### src/rtl/fifo_key_ctrl.sv
// fifo_key_ctrl
// Front end between two raw active-low push-buttons and a FIFO. Each key is
// synchronised and edge-detected into a one-cycle event. Events are parked in
// 1-deep pending flags, then served by a small FSM. The FSM issues single-cycle
// wr_en/rd_en strobes, or flags a sticky error when the FIFO cannot accept the
// operation. Every strobe or reject is followed by a hold-off window.
module fifo_key_ctrl #(
  parameter int DATA_WIDTH = 8,
  parameter int HOLDOFF    = 4
) (
  input  logic                  clk,
  input  logic                  reset_n,
  input  logic                  key_wr_n,
  input  logic                  key_rd_n,
  input  logic [DATA_WIDTH-1:0] din_sw,
  input  logic                  full,
  input  logic                  empty,
  output logic                  wr_en,
  output logic [DATA_WIDTH-1:0] wr_data,
  output logic                  rd_en,
  output logic                  err_full,
  output logic                  err_empty,
  output logic                  busy
);

  // Hold-off counter must be able to hold the value HOLDOFF itself.
  localparam int                CNT_W    = $clog2(HOLDOFF + 1);
  localparam logic [CNT_W-1:0]  CNT_LOAD = CNT_W'(HOLDOFF);
  localparam logic [CNT_W-1:0]  CNT_ONE  = CNT_W'(1);
  localparam logic [CNT_W-1:0]  CNT_ZERO = CNT_W'(0);

  typedef enum logic [1:0] {
    ST_IDLE  = 2'd0,
    ST_WRITE = 2'd1,
    ST_READ  = 2'd2,
    ST_HOLD  = 2'd3
  } state_t;

  // Key synchronisers and edge-detect history.
  logic r_wr_sync1, r_wr_sync2, r_wr_prev;
  logic r_rd_sync1, r_rd_sync2, r_rd_prev;
  logic w_wr_evt, w_rd_evt;

  // Pending requests and captured write data.
  logic                  r_pend_wr, r_pend_rd;
  logic [DATA_WIDTH-1:0] r_hold_data;
  logic                  w_wr_consume, w_rd_consume;

  // FSM state and registered outputs.
  state_t                r_state, w_state_nxt;
  logic [CNT_W-1:0]      r_cnt, w_cnt_nxt;
  logic                  r_wr_en, w_wr_en_nxt;
  logic                  r_rd_en, w_rd_en_nxt;
  logic [DATA_WIDTH-1:0] r_wr_data, w_wr_data_nxt;
  logic                  r_err_full, w_err_full_nxt;
  logic                  r_err_empty, w_err_empty_nxt;
  logic                  r_busy, w_busy_nxt;

  // Two-flop synchronisers plus previous-value regs.
  // Reset loads the "pressed" value, so a key held through reset stays silent.
  always_ff @(posedge clk or negedge reset_n) begin
    if (!reset_n) begin
      r_wr_sync1 <= 1'b1;
      r_wr_sync2 <= 1'b1;
      r_wr_prev  <= 1'b1;
      r_rd_sync1 <= 1'b1;
      r_rd_sync2 <= 1'b1;
      r_rd_prev  <= 1'b1;
    end else begin
      r_wr_sync1 <= ~key_wr_n;
      r_wr_sync2 <= r_wr_sync1;
      r_wr_prev  <= r_wr_sync2;
      r_rd_sync1 <= ~key_rd_n;
      r_rd_sync2 <= r_rd_sync1;
      r_rd_prev  <= r_rd_sync2;
    end
  end

  // One event per press: the rising edge of the synchronised key level.
  assign w_wr_evt = r_wr_sync2 & ~r_wr_prev;
  assign w_rd_evt = r_rd_sync2 & ~r_rd_prev;

  // Pending flags are 1-deep.
  // An event arriving while a request is still waiting is dropped.
  // An event in the cycle that request is consumed re-arms the flag.
  always_ff @(posedge clk or negedge reset_n) begin
    if (!reset_n) begin
      r_pend_wr   <= 1'b0;
      r_pend_rd   <= 1'b0;
      r_hold_data <= {DATA_WIDTH{1'b0}};
    end else begin
      r_pend_wr <= (r_pend_wr & ~w_wr_consume) | w_wr_evt;
      r_pend_rd <= (r_pend_rd & ~w_rd_consume) | w_rd_evt;
      if (w_wr_evt && (!r_pend_wr || w_wr_consume)) begin
        r_hold_data <= din_sw;
      end else begin
        r_hold_data <= r_hold_data;
      end
    end
  end

  // Next-state and next-output logic.
  // Write has priority over read, and full/empty only matter in IDLE.
  always_comb begin
    w_state_nxt     = r_state;
    w_cnt_nxt       = r_cnt;
    w_wr_en_nxt     = 1'b0;
    w_rd_en_nxt     = 1'b0;
    w_wr_data_nxt   = r_wr_data;
    w_err_full_nxt  = r_err_full;
    w_err_empty_nxt = r_err_empty;
    w_wr_consume    = 1'b0;
    w_rd_consume    = 1'b0;
    case (r_state)
      ST_IDLE: begin
        if (r_pend_wr) begin
          w_wr_consume = 1'b1;
          if (!full) begin
            w_state_nxt     = ST_WRITE;
            w_wr_en_nxt     = 1'b1;
            w_wr_data_nxt   = r_hold_data;
            w_err_full_nxt  = 1'b0;
            w_err_empty_nxt = 1'b0;
          end else begin
            w_state_nxt    = ST_HOLD;
            w_cnt_nxt      = CNT_LOAD;
            w_err_full_nxt = 1'b1;
          end
        end else if (r_pend_rd) begin
          w_rd_consume = 1'b1;
          if (!empty) begin
            w_state_nxt     = ST_READ;
            w_rd_en_nxt     = 1'b1;
            w_err_full_nxt  = 1'b0;
            w_err_empty_nxt = 1'b0;
          end else begin
            w_state_nxt     = ST_HOLD;
            w_cnt_nxt       = CNT_LOAD;
            w_err_empty_nxt = 1'b1;
          end
        end else begin
          w_state_nxt = ST_IDLE;
        end
      end
      ST_WRITE, ST_READ: begin
        w_state_nxt = ST_HOLD;
        w_cnt_nxt   = CNT_LOAD;
      end
      ST_HOLD: begin
        if (r_cnt <= CNT_ONE) begin
          w_state_nxt = ST_IDLE;
          w_cnt_nxt   = CNT_ZERO;
        end else begin
          w_state_nxt = ST_HOLD;
          w_cnt_nxt   = r_cnt - CNT_ONE;
        end
      end
      default: begin
        w_state_nxt = ST_IDLE;
        w_cnt_nxt   = CNT_ZERO;
      end
    endcase
    w_busy_nxt = (w_state_nxt != ST_IDLE);
  end

  // State, counter and output registers.
  always_ff @(posedge clk or negedge reset_n) begin
    if (!reset_n) begin
      r_state     <= ST_IDLE;
      r_cnt       <= CNT_ZERO;
      r_wr_en     <= 1'b0;
      r_rd_en     <= 1'b0;
      r_wr_data   <= {DATA_WIDTH{1'b0}};
      r_err_full  <= 1'b0;
      r_err_empty <= 1'b0;
      r_busy      <= 1'b0;
    end else begin
      r_state     <= w_state_nxt;
      r_cnt       <= w_cnt_nxt;
      r_wr_en     <= w_wr_en_nxt;
      r_rd_en     <= w_rd_en_nxt;
      r_wr_data   <= w_wr_data_nxt;
      r_err_full  <= w_err_full_nxt;
      r_err_empty <= w_err_empty_nxt;
      r_busy      <= w_busy_nxt;
    end
  end

  assign wr_en     = r_wr_en;
  assign rd_en     = r_rd_en;
  assign wr_data   = r_wr_data;
  assign err_full  = r_err_full;
  assign err_empty = r_err_empty;
  assign busy      = r_busy;

endmodule
### config.mk
export PLATFORM = sky130hd
export DESIGN_NAME = fifo_key_ctrl
export DESIGN_NICKNAME = d
export VERILOG_FILES = /design/src/rtl/fifo_key_ctrl.sv
export SDC_FILE = /design/constraint.sdc
export NUM_CORES = 1
export LEC_CHECK = 0
export CORE_MARGIN = 2
export CORE_UTILIZATION = 54
export DETAILED_ROUTE_END_ITERATION = 12
export PLACE_DENSITY = 0.83
export RECOVER_POWER = 25
export SYNTH_ARGS = -nofsm -noshare
export SYNTH_HDL_FRONTEND = slang
export SYNTH_SLANG_ARGS = --single-unit
export TNS_END_PERCENT = 5
### constraint.sdc
create_clock -name clk -period 3.35 [get_ports clk]
set_input_delay 0.335 -clock clk [delete_from_list [all_inputs] [get_ports clk]]
set_output_delay 0.335 -clock clk [all_outputs]
set_load 0.05 [all_outputs]
# Word level (Yosys, flattened, before mapping)
# Index checks and enable logic that the tools add are counted.
[word_totals]
inputBits = 14
word_cells = 83
reg_bits = 34
output_inout_bits = 13
[op_classes]
n_bitwise = 13
addsub = 1
n_reduce_logical = 11
magnitude_cmp = 1
eq_ne = 8
mux = 32
[ops]
columns = ["cell", "n"]
rows = [
  ["two-way mux 1 bit", 21],
  ["two-way mux 3 bit", 5],
  ["AND reduction 3 bit", 4],
  ["inequality test 3 bit, second input constant", 3],
  ["one-hot mux 3 bit (3 select lines)", 1],
  ["two-way mux 2 bit", 4],
  ["NOT 1 bit", 7],
  ["one-hot mux 2 bit (3 select lines)", 1],
  ["AND 1 bit", 4],
  ["== test 2 bit, second input constant", 2],
  ["nonzero test 2 bit", 2],
  ["less-or-equal comparator 3 x 1 -> 1 bit, second input constant", 1],
  ["subtractor 3 x 1 -> 3 bit, second input constant", 1],
  ["== test 2 x 1 -> 1 bit, second input constant", 1],
  ["logical NOT 2 bit", 1],
  ["inequality test 2 x 1 -> 1 bit, second input constant", 1],
  ["inequality test 2 bit, second input constant", 1],
  ["bitwise OR 1 bit", 2],
  ["OR reduction 2 bit", 1],
  ["logical AND 1 bit", 1],
  ["logical NOT 1 bit", 1],
  ["logical OR 1 bit", 1],
]

# Logic depth before layout (Yosys ltp)
[depth]
ltp_word = 6
mapped_depth = 6
ltp_nobuf = 5

# Worst setup path after synthesis
# Ideal clock, no wire load.
[synth_path]
path_kind = "register to register"
startpoint = "register r_state[0]"
endpoint = "register r_wr_data[0] (netlist: wr_data[0])"
slack_ns = 1.730
path_buffers = 1
period_less_slack_ns = 1.620
stages_incl_launch_ff = 7
setup_time_ns = 0.125
arrival_time_ns = 1.495
required_time_ns = 3.225
cell_sequence = "dfrtp_1 > inv_1 > ha_1 > inv_2 > or3_1 > buf_6 > mux2_4"
[synth_via]
elab_chain_cells = 2
[synth_rtl]
columns = ["item", "line_no", "rtl"]
rows = [
  ["start: declaration", "50", "state_t r_state, w_state_nxt;"],
  ["start signal: assignment", "178", "r_state <= w_state_nxt;"],
  ["logical NOT 2 bit", "114", "case (r_state)"],
  ["AND reduction 3 bit (no source line)", "-", ""],
  ["end signal: assignment", "173", "r_wr_data <= {DATA_WIDTH{1'b0}};"],
  ["end signal: assignment", "182", "r_wr_data <= w_wr_data_nxt;"],
  ["end: declaration", "54", "logic [DATA_WIDTH-1:0] r_wr_data, w_wr_data_nxt;"],
]
# No other way between the ends.
# A chain may end at the register's enable or synchronous reset.

==> results.yml <==
critical_path:
  worst_path_dominant_cell_family: "buffers and inverters"
  crit-reg2reg-launch: "r_state[0]"
  worstPathCellList: "dlygate4sd3_1 > clkbuf_1"
  timing.critical_path.depth: 2
  critPathLaunchType: "primary input"
  end_kind: "asynchronous set/reset pin"
  crit_path_arrival_time_ns: 2.12
  timing.critical_path.slowest_cell_delay_ns: 1.25
  reg2regPathDepth: 5
  cp_max_fo: 34
  worstPathRequired_ns: 3.48
  timing_worst_setup_path_type: "in -> async"
  crit_startpoint: "reset_n"
  timing.critical_path.slowest_stage_cell: "sky130_fd_sc_hd__clkbuf_1"
  path_buf_inv: 2
grt:
  first_global_vias: 854
  gr-usage-all-layers_pct: 18.5
  overflow: 0
  antenna_violations_before_repair: 0
  grt_start_max_net_pins: 35
  grt_first_pass_wirelength_mm: 3.67
synthesis:
  synth_sequential_area_ratio_pct: 61.6
  top_count_cell_post_synth: "sky130_fd_sc_hd__dfrtp_1"
  postSynthRegisterBits: 34
  synthesis.instances: 101
  parity_gate_share_of_the_synthesized_area_counting_xor_and_xnor_cells_pct: 0
  synthesized_area_fraction_occupied_by_and_or_nand_nor_cells_pct: 4.94
  synth_top_area_cell: "sky130_fd_sc_hd__dfrtp_1"
  synth_top_family_by_area: "multiplexers"
  mappedNetlistArea_um2: 1390
  synth_ff_type: "sky130_fd_sc_hd__dfrtp_1"
  top_area_cell_type_share_of_the_netlist_area_pct: 50.3
  ys_async_sr_fraction_pct: 100
  synthAdderAreaFrac_pct: 3.59
  synth_enable_flop_cells: 0
  yosys-top-cells-area: "sky130_fd_sc_hd__dfrtp_1, sky130_fd_sc_hd__dfstp_2, sky130_fd_sc_hd__mux2_4"
  syn_nets: 119
  synth.avg_cell_area_um2: 13.8
  synth-compound-area-share_pct: 9.52
  synth.top_cells.by_count: "sky130_fd_sc_hd__dfrtp_1, sky130_fd_sc_hd__inv_1, sky130_fd_sc_hd__mux2_2, sky130_fd_sc_hd__mux2_4"
  mux_contribution_to_synthesized_area_pct: 15.8
  synth.lib_cells_used.distinct: 29
  yosys_warn_count: 0
route:
  drcViolationCount: 0
  drtAntennaViolNets: 0
  detail_route.vias_per_cell: 5.25
  drt_first_pass_iters: 3
  routed_length_per_placed_instance_um: 13.5
  drc_violation_total_after_the_first_tritonroute_iteration: 3
  via_count: 861
  routed_wl_mm: 2.21
sta:
  worst_slew_margin_relative_to_its_limit_pct: -15.7
  worst_slew_pin_slew_ns: 1.74
  rsz_0062_raised_after_global_routing: "false"
  timing.final.crit_period_ns: 1.99
  clock-skew-final_ns: 0.0130
  timing.fmax_mhz: 502
  min_period_over_period_pct: 59.5
  setup-tns-final_ns: 0
  setup_viol: 0
  finalMaxSlewViolations: 35
  finalHoldViolations: 0
cts:
  cts.sink_count: 34
  clk_root_buffer_cell: "sky130_fd_sc_hd__clkbuf_4"
  post_cts_buffers: 0
  clkSlewWorstSetupHoldPaths_ns: 0.09
  clock_latency_ns: 0.34
  htree_levels: 2
  hold_buffers: 0
  tritoncts.num_buffers: 5
  clk_path_buf_depth: 2
  post_cts.resized_instances: 0
  tritoncts: "built"
final_layout:
  synthToLayoutAreaGrowth_pct: 24.6
  design.final.nets: 151
  drive_above_1_share_pct: 26.9
  area_of_all_placed_cells_without_fillers_um2: 1740
  antennaDiodeCount: 0
job:
  total_of_max_cap_violations: 1
power:
  vdd_ir_drop_max_v: 0.000687
  p_leak_uw: 0.000806
  power-per-cell-area_nw_per_um2: 965
die:
  floorplan.core_area_um2: 2450
  floorplan.die_area_um2: 3000
  start_util_pct: 56.8
  dieHeight_um: 54.8
  floorplan.die.width_um: 54.8
  std_cell_rows: 18
  pin_count: 27
hold_path:
  worstHoldPathCells: 0
  min_delay_src: "r_rd_sync1"
  holdCritPathClass: "reg -> reg"
placed_design:
  buffer_ports.inserted: 26
  placedInstanceArea_um2: 1680
  post-dp-hpwl_mm: 1.65
  gp_congestion: 0.789
outcome:
  outcome: "complete, but fails checks"
  violations: "capacitance limit, slew limit"
registers in the layout, indices dropped and copies added, names as in the netlist, 2 cells and up:
name,cells
wr_data,8
r_cnt,3
r_hold_data,8
r_state,2
routing by layer:
layer	track usage, %	vias to the layer above	routed length, um
li1	-	413	-
met1	21.5	428	909
met5	0	-	0
met3	7.38	6	90
met4	8.75	0	40
met2	29.6	14	1170
placed cells by master, fill, tap and decap left out, drive strengths merged, types with 2 or more instances in the layout:
master / count
dlygate4sd3: 3
inv: 12
clkbuf: 8
nor2: 2
nor2b: 3
clkdlybuf4s50: 23
mux2: 16
nand2: 2
dfstp: 6
o21ai: 6
a21oi: 6
dfrtp: 28
ha: 4
layout make-up:
| type | count | area, um2 |
|---|---|---|
| timing repair buffer | 27 | 264 |
| tap | 30 | 37.5 |
| inverter | 12 | 45.0 |
| clock buffer | 7 | 55.1 |
| sequential | 34 | 858 |
| multi-input combinational | 53 | 472 |
| fill | 176 | 718 |
| clock inverter | 1 | 5.00 |
kinds of logic after synthesis:
| logic type | count (synthesis) |
|---|---|
| fa+ha+maj | 4 |
| compound gates | 20 |
| buf+inv | 14 |
| flops | 34 |
| mux | 17 |
| simple gates | 12 |
per-stage QoR:
stage | worst slack, ns | hold slack (ns) | utilization (%) | std cells | total power, uW
after floorplan | 1.73 | 0.0394 | - | 101 | 1230
after global placement | 1.53 | 0.348 | 68.5 | 156 | 1420
after detailed placement | 1.46 | 0.349 | 68.5 | 156 | 1460
after CTS | 1.45 | 0.365 | 70.9 | 164 | 1690
after global routing | 0.990 | 0.369 | 70.7 | 164 | 1770
final | 1.36 | 0.362 | 70.7 | 164 | 1680
where the power goes:
| part | total [uW] | internal [uW] | switching (uW) |
|---|---|---|---|
| sequential | 672 | 571 | 101 |
| combinational | 770 | 343 | 427 |
| clock | 234 | 102 | 132 |
final timing paths:
| path | end | slack (ns) |
|---|---|---|
| setup reg to reg | wr_data[1] | 1.47 |
| max in group clk | wr_data[1] | 1.47 |
| setup / recovery | wr_data[2] | 1.36 |
| hold / removal | r_rd_sync2 | 0.36 |
| hold reg to reg | r_rd_sync2 | 0.36 |
| min in group asynchronous | wr_data[3] | 0.99 |
Power figures use the tool's default switching activity.
